==> config.mk <==
export PLATFORM = sky130hd
export DESIGN_NAME = cp0_unit
export DESIGN_NICKNAME = d
export VERILOG_FILES = /design/src/rtl/cp0_unit.sv
export SDC_FILE = /design/constraint.sdc
export NUM_CORES = 1
export LEC_CHECK = 0
export BUFFER_PORTS_ARGS = -buffer_cell sky130_fd_sc_hd__buf_2
export CORE_MARGIN = 1.5
export CORE_UTILIZATION = 40
export DETAILED_ROUTE_END_ITERATION = 12
export PLACE_DENSITY = 0.68
export SLEW_MARGIN = 20
export SYNTH_ARGS = -nofsm -noshare
export SYNTH_HDL_FRONTEND = slang
export SYNTH_SLANG_ARGS = --single-unit
==> constraint.sdc <==
create_clock -name clk -period 2.2 [get_ports clk]
set_input_delay 0.11 -clock clk [delete_from_list [all_inputs] [get_ports clk]]
set_output_delay 0.11 -clock clk [all_outputs]
set_load 0.03 [all_outputs]
==> src/rtl/cp0_unit.sv <==
// Coprocessor-0 for the five-stage MIPS pipeline: SR/Cause/EPC/PRId, exception and
// interrupt entry from the memory stage, mtc0/mfc0 access and the eret return address.
module cp0_unit #(
    parameter logic [31:0] PRID_VAL = 32'h0000_2023
) (
    input  logic        clk,
    input  logic        reset,
    input  logic        we,
    input  logic [4:0]  cp0_addr,
    input  logic [31:0] cp0_in,
    output logic [31:0] cp0_out,
    input  logic [31:0] vpc,
    input  logic        bd_in,
    input  logic [4:0]  exc_code_in,
    input  logic [5:0]  hw_int,
    input  logic        eret_in,
    output logic        int_req,
    output logic [31:0] epc_out
);
    logic [5:0]  r_im;
    logic        r_exl;
    logic        r_ie;
    logic        r_bd;
    logic [5:0]  r_ip;
    logic [4:0]  r_exc_code;
    logic [31:0] r_epc;

    logic        w_irq;
    logic        w_exc;
    logic [29:0] w_vpc_word;
    logic [31:0] w_epc_entry;
    logic [31:0] w_sr;
    logic [31:0] w_cause;
    logic        w_unused;

    assign w_irq   = r_ie & (|(hw_int & r_im));
    assign w_exc   = |exc_code_in;
    assign int_req = ~r_exl & (w_irq | w_exc);

    // A delay-slot fault returns to the branch, one word earlier.
    assign w_vpc_word  = bd_in ? (vpc[31:2] - 30'd1) : vpc[31:2];
    assign w_epc_entry = {w_vpc_word, 2'b00};
    assign w_unused    = &{1'b0, vpc[1:0]};

    assign w_sr    = {16'b0, r_im, 8'b0, r_exl, r_ie};
    assign w_cause = {r_bd, 15'b0, r_ip, 3'b0, r_exc_code, 2'b00};

    always_comb begin
        cp0_out = 32'b0;
        case (cp0_addr)
            5'd12:   cp0_out = w_sr;
            5'd13:   cp0_out = w_cause;
            5'd14:   cp0_out = r_epc;
            5'd15:   cp0_out = PRID_VAL;
            default: cp0_out = 32'b0;
        endcase
    end

    // A squashed mtc0 (int_req high) must not leak its data onto the eret path.
    assign epc_out = (we && (cp0_addr == 5'd14) && !int_req) ? {cp0_in[31:2], 2'b00} : r_epc;

    always_ff @(posedge clk or negedge reset) begin
        if (!reset) begin
            r_im       <= 6'b0;
            r_exl      <= 1'b0;
            r_ie       <= 1'b0;
            r_bd       <= 1'b0;
            r_ip       <= 6'b0;
            r_exc_code <= 5'b0;
            r_epc      <= 32'b0;
        end else begin
            r_ip <= hw_int;
            if (int_req) begin
                r_exl      <= 1'b1;
                r_bd       <= bd_in;
                r_exc_code <= w_irq ? 5'd0 : exc_code_in;
                r_epc      <= w_epc_entry;
            end else if (eret_in) begin
                r_exl <= 1'b0;
            end else if (we) begin
                case (cp0_addr)
                    5'd12: begin
                        r_im  <= cp0_in[15:10];
                        r_exl <= cp0_in[1];
                        r_ie  <= cp0_in[0];
                    end
                    5'd14:   r_epc <= {cp0_in[31:2], 2'b00};
                    default: ;
                endcase
            end
        end
    end
endmodule

Word-level counts from Yosys, hierarchy flattened
Index checks and enable logic that the tools add are counted. W data, S select, Z words.

$add $sub $neg: 1. Equality and inequality tests: 5. Mux-type cells: 12. Bitwise gates (word level): 7. Reductions and logical operators: 12.

Operator list (number): $mux W32 (5); $pmux W32 S4 (1); $mux W30 (1); $sub A30 B1 Y30 const B (1); $eq A5 B4 Y1 const B (4); $and A6 B6 Y6 (1); $reduce_bool A3 Y1 (2); $reduce_or A6 Y1 (1); $mux W5 (1); $reduce_or A5 Y1 (1); $mux W1 (4); $reduce_and A4 Y1 (1); $reduce_bool A2 Y1 (2); $not A1 Y1 (3); $reduce_and A3 Y1 (1); $and A1 B1 Y1 (2); $logic_and A1 B1 Y1 (2); $ne A2 B1 Y1 const B (1); $reduce_and A2 Y1 (1); $logic_not A1 Y1 (1); $or A1 B1 Y1 (1).

Flip-flop bits (word level): 52. Bits of input ports: 85. Output and inout port bits: 65. Logic and storage cells: 44.

Logic depth before layout (Yosys ltp)
Gate-level depths: netlist of the first run.

Word-level depth: 8. Mapped depth: 7. Mapped depth without buffers: 7.

Worst setup path before layout of the first run
No wires, ideal clock.

Path kind: register -> register. Start: register r_im[1]. End: register r_ie. Library setup time: 125 ps. Arrival: 1773 ps. Data required time: 2075 ps. Setup slack: 302 ps. Cell stages (with the launch flop): 7. Buffers on the path: 1. Clock period less this slack: 1898 ps. Path through: dfrtp_1 a22o_1 o31ai_4 a21o_2 and4b_1 buf_4 mux2_2.

Word-level cells in the longest chain between the ends: 7.

RTL lines: start: declaration (RTL line 20) `logic [5:0] r_im;`; start signal: assignment (RTL line 83) `r_im <= cp0_in[15:10];`; $and A6 B6 Y6 (RTL line 36) `assign w_irq = r_ie & (|(hw_int & r_im));`; $reduce_or A6 Y1 (RTL line 36); $and A1 B1 Y1 (RTL line 36); $or A1 B1 Y1 (RTL line 38) `assign int_req = ~r_exl & (w_irq | w_exc);`; $and A1 B1 Y1 (RTL line 38); $not A1 Y1 (no line); $reduce_and A4 Y1 (no line); end signal: assignment (RTL line 85) `r_ie <= cp0_in[0];`; end: declaration (RTL line 22) `logic r_ie;`.

Every way passes these cells. A chain may end at the register's enable or synchronous reset.

Worst setup path after layout of the first run
Start: register r_im[1]. End: output port epc_out[23].

Word-level cells in the longest chain between the ends: 8.

RTL lines: $and A6 B6 Y6 (RTL line 36); $reduce_or A6 Y1 (RTL line 36); $and A1 B1 Y1 (RTL line 36); $or A1 B1 Y1 (RTL line 38); $and A1 B1 Y1 (RTL line 38); $logic_not A1 Y1 (RTL line 60) `assign epc_out = (we && (cp0_addr == 5'd14) && !int_req) ? {cp0_in[31:2], 2'b00} : r_epc;`; $logic_and A1 B1 Y1 (RTL line 60); $mux W32 (RTL line 60); end: declaration (RTL line 18) `output logic [31:0] epc_out`.

Every way passes these cells.

==> metrics, run 1 <==
outcome complete, but fails checks; failing checks negative setup slack; Final Max Tran Viols 0; min Tclk post-route 2330 ps; ys async rst share 100%; All-Layer GR Usage 19.8%; worst setup margin -135 ps; grt met2 use 34.8%; CTS tree done; CTS Sinks 50; busiest grt layer met2; TritonCTS buffer count 5; nets 598; YS warnings 0; VDD IR max 0.543 mV; grt met3 use 4.99%; Worst Path Max Fanout 13; GP Congestion 0.793; CP Launch Point r_im[1]; Slew HR 55.8%; vias in the first global route 3163; maxcap violations 0; setup violators final 30; Clock Latency Late Sink 300 ps; Syn Area/Cell 10.4 um^2; Worst path slowest cell dfrtp_1; DR vias/cell 5.17; # rows 35; commonest cells after routing, fill and taps aside buf_2 (128), mux2i_1 (59), dfrtp_1 (50); First DRT Iteration DRCs 89; slew of the pin with the lowest slew margin 663 ps; unrepaired setup endpoints after global routing yes; leakage 2.36 nW; grt total ovfl 0; Worst Path Arrival 2220 ps; worst hold start eret_in; sequential share of the synthesized area 33.5%; routed via count 3223; Fin. Hold Viols 0; most common cell after layout, fill and taps aside buf_2; Gate Count Post-Synth 360; htree depth 2; worst r2r src r_im[1]; GRT met1 Usage 24.4%; power per cell area 987 mW/mm^2; routed len/inst 15.7 um; Initial Util 40.8%; DRC 0; Cell Area, Synth 0.00373 mm^2; largest net degree at the start of global routing 51; initial antenna violation count 0; top_reg_cell synth dfrtp_1; Crit. End Element output port; IO Pins 150; TritonRoute pass-1 iters 4; layout cell share with drive strength beyond 1 42.6%; critical path data required time 2090 ps; IO Port Bufs 145; Layout Cells excl Fill 623; Inst Count DP 606; Die W 99.6 um; critical-path cell list a22o_1 > o31ai_4 > a21o_2 > nand3_4 > buf_8 > mux2_4 > buf_2; crit path launch type flop; Yosys reg bits 50; final worst-path cycle share 106%; EDFF count, synth 0; root buf cell clkbuf_8; Routed Antenna Nets 0; Clk pin slew, worst setup/hold paths 90 ps; Die Height 99.6 um; total power 4.80 mW; total core area 0.00915 mm^2; die area 0.00993 mm^2; Unique masters post-synth 46; DP HPWL 7.27 mm; hold_ws 45.2 ps; Antenna Cells 0; Max Clock Freq 428 MHz; Clock Path Buffers 2; first-pass GRT wire length 15.5 mm; Total Routed Length 9.80 mm; CP Class flop to output port; slowest cell delay on critical path 400 ps; clock skew 7.67 ps; worst min path class input port to flop; area grow syn2layout 30.2%
area by class of cell:
| type | instances | area, um^2 |
|---|---|---|
| Fill cell | 853 | 4290 |
| Inverter | 3 | 15.0 |
| Tap cell | 111 | 139 |
| Timing Repair Buffer | 168 | 1050 |
| Sequential cell | 50 | 1250 |
| Clock buffer | 7 | 76.3 |
| Multi-Input combinational cell | 284 | 2330 |
cell families after synthesis:
kind of cell | share of synthesized area, %
buffers and inverters | 4.42
adder cells (fa/ha/maj) | 0.335
multiplexers | 30.0
AO/OA/AOI/OAI | 6.13
AND/OR/NAND/NOR | 19.0
flip-flops | 33.5
XOR/XNOR | 6.57
other | 0.100
stage by stage:
step	setup TNS [ps]	util (%)	area (um^2)	setup WS, ps
detailed placement	0	50.0	4570	139
global placement	0	50.0	4570	177
finish	-3280	53.1	4860	-135
global route	-5480	53.1	4860	-208
floorplan	0	-	3740	302
CTS	-3780	53.0	4850	-149
state kept, by name, summed over array words and instances, names as in the netlist:
register,cells
r_epc,30
r_im,6
r_ip,6
r_exc_code,5
r_bd,1
r_exl,1
r_ie,1
power by group:
part	switching [mW]	total [mW]	leakage, nW	internal [mW]
logic	1.41	2.69	1.72	1.28
clock network	0.302	0.522	0.0383	0.220
registers	0.302	1.59	0.602	1.29
total	2.01	4.80	2.36	2.79
path summary, 6_finish.rpt:
path                                  to  slack, ps  depth (start not counted)
setup / recovery             epc_out[23]       -130                          7
hold / removal                     r_exl         50                          2
setup reg to reg                 r_im[2]        100                          7
hold reg to reg            r_exc_code[3]        480                          2
max in group asynchronous        r_im[3]       1300                          3
min in group asynchronous      r_epc[28]        460                          3
cells in the mapped netlist (4+ instances only):
master / number / area [um^2]
nor3_1: 10 / 50.1
buf_6: 4 / 45.0
mux2_4: 30 / 450
a21oi_1: 10 / 50.1
mux2_2: 7 / 78.8
nand2_1: 27 / 101
xnor2_1: 16 / 140
clkbuf_1: 8 / 30.0
nor2b_1: 5 / 31.3
a22oi_1: 5 / 37.5
dfrtp_1: 50 / 1250
buf_4: 8 / 60.1
and2_1: 18 / 113
o21ai_0: 14 / 70.1
mux2i_1: 59 / 591
nor4_2: 5 / 62.6
xor2_1: 12 / 105
nor2_1: 25 / 93.8
or3_1: 4 / 25.0
critical path: cells and delay by family (launching register included):
family	cells	cell delay, ps
muxes	1	310
DFF	1	400
and+or+nand+nor	1	110
AOI/OAI and AO/OA	3	750
buffers and inverters	2	370
metal layers:
layer | share of wire (%) | wire length (um) | vias up
met5 | 0 | 0 | -
met4 | 1.1 | 108 | 0
met3 | 6.8 | 662 | 9
met2 | 48 | 4740 | 118
met1 | 44 | 4300 | 1533
li1 | - | - | 1563
repair_timing:
action | 4_1_cts | 5_1_grt
setup buffers | 2 | 1
resized for setup | 36 | 3
pin swaps | 1 | 1
hold buffers | 7 | 0
setup endpoints to repair | 31 | 38
hold endpoints to repair | 56 | 0
No activity file was read; power rests on OpenSTA's default activity.
==> run 2, diff against run 1 <==
==> constraint.sdc (replaced) <==
create_clock -name clk -period 3.03 [get_ports clk]
set_input_delay 0.1515 -clock clk [delete_from_list [all_inputs] [get_ports clk]]
set_output_delay 0.1515 -clock clk [all_outputs]
set_load 0.03 [all_outputs]
==> metrics, run 2 (synthesized netlist as in run 1, its figures left out) <==
Fin. Hold Viols 0; Setup TNS Final 0 ps; DRC 0; Slew HR 46.8%; sw power 1.44 mW; clock group share of total power 12.9%; slowest cell delay on critical path 530 ps; hold path depth 2; cts hold-fix bufs 7; crit path launch type input port; Clock Path Buffers 2; total core area 0.00915 mm^2; All-Layer GR Usage 19.4%; most common cell after layout, fill and taps aside buf_2; IO Port Bufs 145; TritonRoute pass-1 iters 4; largest net degree at the start of global routing 33; critical path data required time 2880 ps; Routed Antenna Nets 0; DR vias/cell 5.14; Sw Ratio 43.3%; Worst Path Max Fanout 30; grt total ovfl 0; initial antenna violation count 0; FF-to-FF End r_epc[4]; DP Worst Slack 660 ps; die area 0.00993 mm^2; worst hold start eret_in; cell mode on critical path buf_2; leakage 2.29 nW; Total Routed Length 9.54 mm; DP HPWL 7.32 mm; slew of the pin with the lowest slew margin 797 ps; clock skew 8.92 ps; Clk pin slew, worst setup/hold paths 100 ps; Buf+Inv Stages, Crit Path 4; critical-path cell list dlygate4sd3_1 > buf_2 > a22o_1 > o31ai_4 > a21o_2 > nand3_4 > buf_4 > mux2_4 > buf_2; min Tclk post-route 2800 ps; maxcap violations 0; first-pass GRT wire length 15.3 mm; layout cell share with drive strength beyond 1 41.8%; total power 3.32 mW; Reg2Reg Setup Slack 850 ps; Post-CTS Resized 0; CTS Sinks 50; Clock Latency Late Sink 300 ps; # rows 35; grt met3 use 4.01%; grt met2 use 33.4%; TritonCTS buffer count 5; Die Height 99.6 um; Antenna Cells 0; Crit. End Element output port; unrepaired setup endpoints after global routing no; power share of the combinational group 52.5%; Worst Hold End r_exl; htree depth 2; busiest grt layer met2; setup violators final 0; commonest cells after routing, fill and taps aside buf_2 (145), mux2i_1 (59), dfrtp_1 (50); Register-to-Register Path Depth 7; area grow syn2layout 25.3%; worst r2r src r_im[1]; max reg flops 30; VDD IR max 0.354 mV; Power Internal 1.89 mW; cell family with most CP delay buffers and inverters; power per cell area 710 mW/mm^2; GP Congestion 0.805; GRT met1 Usage 25.1%; Post-CTS Setup Bufs 0; Die W 99.6 um; vias in the first global route 3132; Biggest register r_epc; outcome complete, no violations; biggest regs r_epc x30, r_im x6, r_ip x6; Worst Path Arrival 2640 ps; worst min path class input port to flop; root buf cell clkbuf_8; Seq pwr share 34.6%; nets 590; CTS tree done; routed via count 3165; routed len/inst 15.5 um; Initial Util 40.8%; Max Clock Freq 358 MHz; IO Pins 150; CP Class input port to output port; Worst path slowest cell dlygate4sd3_1; worst setup margin 234 ps; final worst-path cycle share 92.3%; Final Max Tran Viols 0; First DRT Iteration DRCs 98
-- run 2: cell count changes in the layout (fill, tap and decap cells not counted) --
cell / delta
buf_8: -1
clkbuf_8: +1
buf_6: -17
and4b_4: -1
inv_6: +1
buf_4: -5
clkbuf_1: -2
inv_1: +1
buf_2: +17
buf_12: -2
and4b_1: +1
-- run 2: area by class of cell --
type	instances	area, um^2
clock buffer	6	82.6
clock inverter	2	16.3
fill	872	4470
inverter	3	11.3
multi-input combinational	284	2320
sequential	50	1250
tap	111	139
timing repair buffer	160	856
-- run 2: how the worst max path moves through the flow --
stage	end	depth (start not counted)	startpoint
after CTS	epc_out[10]	9	hw_int[1]
after global routing	epc_out[10]	9	hw_int[1]
final	epc_out[25]	9	hw_int[1]
after detailed placement	r_epc[22]	8	cp0_addr[1]
after floorplan	r_ie	6	r_im[1]
after global placement	r_epc[5]	8	cp0_addr[1]
-- run 2: routing by layer --
layer	part of all wire, %	vias up
met3	5.7	9
met1	46	1506
li1	-	1551
met2	48	99
met5	0	-
met4	0.89	0
-- run 2: per-stage QoR --
stage | instance area [um^2] | util (%) | hold WS, ps | std cells
finish | 4680 | 51.1 | 70.7 | 616
global route | 4680 | 51.1 | 58.0 | 616
CTS | 4680 | 51.1 | 61.6 | 616
detailed placement | 4510 | 49.3 | 276 | 601
global placement | 4510 | 49.3 | 261 | 601
floorplan | 3740 | - | -144 | 361
-- run 2: power groups by stage --
stage | clock network (mW) | registers (mW) | logic (mW)
6_report | 0.427 | 1.15 | 1.75
5_1_grt | 0.468 | 1.19 | 1.88
4_1_cts | 0.443 | 1.15 | 1.76
3_5_place_dp | 0 | 1.16 | 1.75
3_3_place_gp | 0 | 1.15 | 1.72
2_1_floorplan | 0 | 1.08 | 1.38
==> run 3, diff against run 2 <==
--- a/config.mk
+++ b/config.mk
@@ -7,9 +7,9 @@
 export LEC_CHECK = 0
 export BUFFER_PORTS_ARGS = -buffer_cell sky130_fd_sc_hd__buf_2
 export CORE_MARGIN = 1.5
-export CORE_UTILIZATION = 40
+export CORE_UTILIZATION = 31
 export DETAILED_ROUTE_END_ITERATION = 12
-export PLACE_DENSITY = 0.68
+export PLACE_DENSITY = 0.55
 export SLEW_MARGIN = 20
 export SYNTH_ARGS = -nofsm -noshare
 export SYNTH_HDL_FRONTEND = slang
==> metrics, run 3 (synthesized netlist as in run 1, its figures left out) <==
outcome complete, no violations; TritonRoute pass-1 iters 4; most common cell after layout, fill and taps aside buf_2; Worst Hold End r_exl; # rows 39; grt total ovfl 0; area grow syn2layout 28.3%; slew of the pin with the lowest slew margin 745 ps; min Tclk post-route 2900 ps; routed len/inst 15.5 um; Clk pin slew, worst setup/hold paths 70 ps; Layout Cells excl Fill 646; Clock Latency Late Sink 290 ps; CTS Sinks 50; FF-to-FF End r_epc[4]; All-Layer GR Usage 15.7%; routed via count 3136; Die Height 113 um; Worst Path Arrival 2750 ps; maxcap violations 0; unrepaired setup endpoints after global routing no; Worst Path Max Fanout 16; DRC 0; biggest regs r_epc x30, r_im x6, r_ip x6; Post-DP Area 0.00455 mm^2; Fin. Hold Viols 0; max reg flops 30; Die W 113 um; Max Clock Freq 344 MHz; GP Congestion 0.790; CTS tree done; DP Worst Slack 538 ps; TritonCTS buffer count 5; vias in the first global route 3158; clock skew 7.10 ps; CP Class input port to output port; hold path depth 2; VDD IR max 0.363 mV; htree depth 2; layout cell share with drive strength beyond 1 41.6%; Setup TNS Final 0 ps; setup violators final 0; Slew HR 50.2%; worst setup margin 126 ps; largest net degree at the start of global routing 39; final worst-path cycle share 95.8%; Final Max Tran Viols 0; Antenna Cells 0; Reg2Reg Setup Slack 760 ps; Clock Path Buffers 2; Biggest register r_epc; Register-to-Register Path Depth 7; total core area 0.0116 mm^2; nets 588; DR vias/cell 4.85; hold_ws 89.8 ps; Crit. End Element output port; Routed Antenna Nets 0; # fillers 1152; First DRT Iteration DRCs 129; Initial Util 32.3%; IO Port Bufs 145; IO Pins 150; initial antenna violation count 0; worst r2r src r_im[1]; power per cell area 739 mW/mm^2; worst hold start eret_in; worst min path class input port to flop; Total Routed Length 10.0 mm; critical path data required time 2880 ps; leakage 2.32 nW; final instance area 0.00479 mm^2; crit path launch type input port; Post-CTS Setup Bufs 0; root buf cell clkbuf_16; die area 0.0127 mm^2; commonest cells after routing, fill and taps aside buf_2 (145), mux2i_1 (59), dfrtp_1 (50); first-pass GRT wire length 16.1 mm; Inst Count DP 631; DP HPWL 7.72 mm
-- run 3: cell count changes in the layout (fill, tap and decap cells not counted), sizes merged --
cell / change
buf: -2
bufinv: +1
clkbuf: -1
clkinvlp: +1
inv: -1
-- run 3: worst max-delay path by stage --
stage | startpoint | to | slack [ps]
after global placement | r_im[1] | int_req | 580
final | hw_int[1] | epc_out[28] | 130
after floorplan | r_im[1] | r_ie | 1130
after CTS | hw_int[1] | epc_out[28] | 90
after detailed placement | r_im[1] | epc_out[28] | 540
after global routing | hw_int[1] | epc_out[21] | 30
-- run 3: critical path, stage by stage --
cell and delay, ps:
dlygate4sd3_1 530, buf_2 130, a22o_1 260, o31ai_4 350, a21o_2 230, nand3_4 310, buf_12 300, mux2_4 300
buf_2 180
-- run 3: stage by stage --
step,utilization [%],power [mW]
2_1_floorplan,-,2.46
3_3_place_gp,39.3,2.89
3_5_place_dp,39.3,2.91
4_1_cts,41.4,3.58
5_1_grt,41.4,3.76
6_report,41.4,3.54
-- run 3: report_power, final --
part	switching (mW)	leakage [nW]	internal, mW
clock network	0.253	0.0760	0.390
registers	0.220	0.602	0.939
logic	0.981	1.64	0.757
-- run 3: cell type report --
| type | instances | area (um^2) | share of cell area (%) |
|---|---|---|---|
| inverter | 3 | 11.3 | 0.235 |
| timing repair buffer | 158 | 857 | 17.9 |
| clock inverter | 3 | 45.0 | 0.940 |
| multi-input combinational | 284 | 2320 | 48.5 |
| tap | 143 | 179 | 3.73 |
| clock buffer | 5 | 125 | 2.61 |
| sequential | 50 | 1250 | 26.1 |
-- run 3: per-layer routing --
| layer | routed length (um) | track usage (%) |
|---|---|---|
| met2 | 4750 | 26.8 |
| met5 | 0 | 0 |
| met1 | 4610 | 20.9 |
| met4 | 41 | 2.28 |
| met3 | 593 | 3.27 |
-- run 3: repair_timing --
| action | CTS | global route |
|---|---|---|
| setup endpoints to repair | 0 | 1 |
| endpoints found under the hold margin | 23 | 0 |
| gates resized for setup | 0 | 1 |
| hold buffers | 7 | 0 |
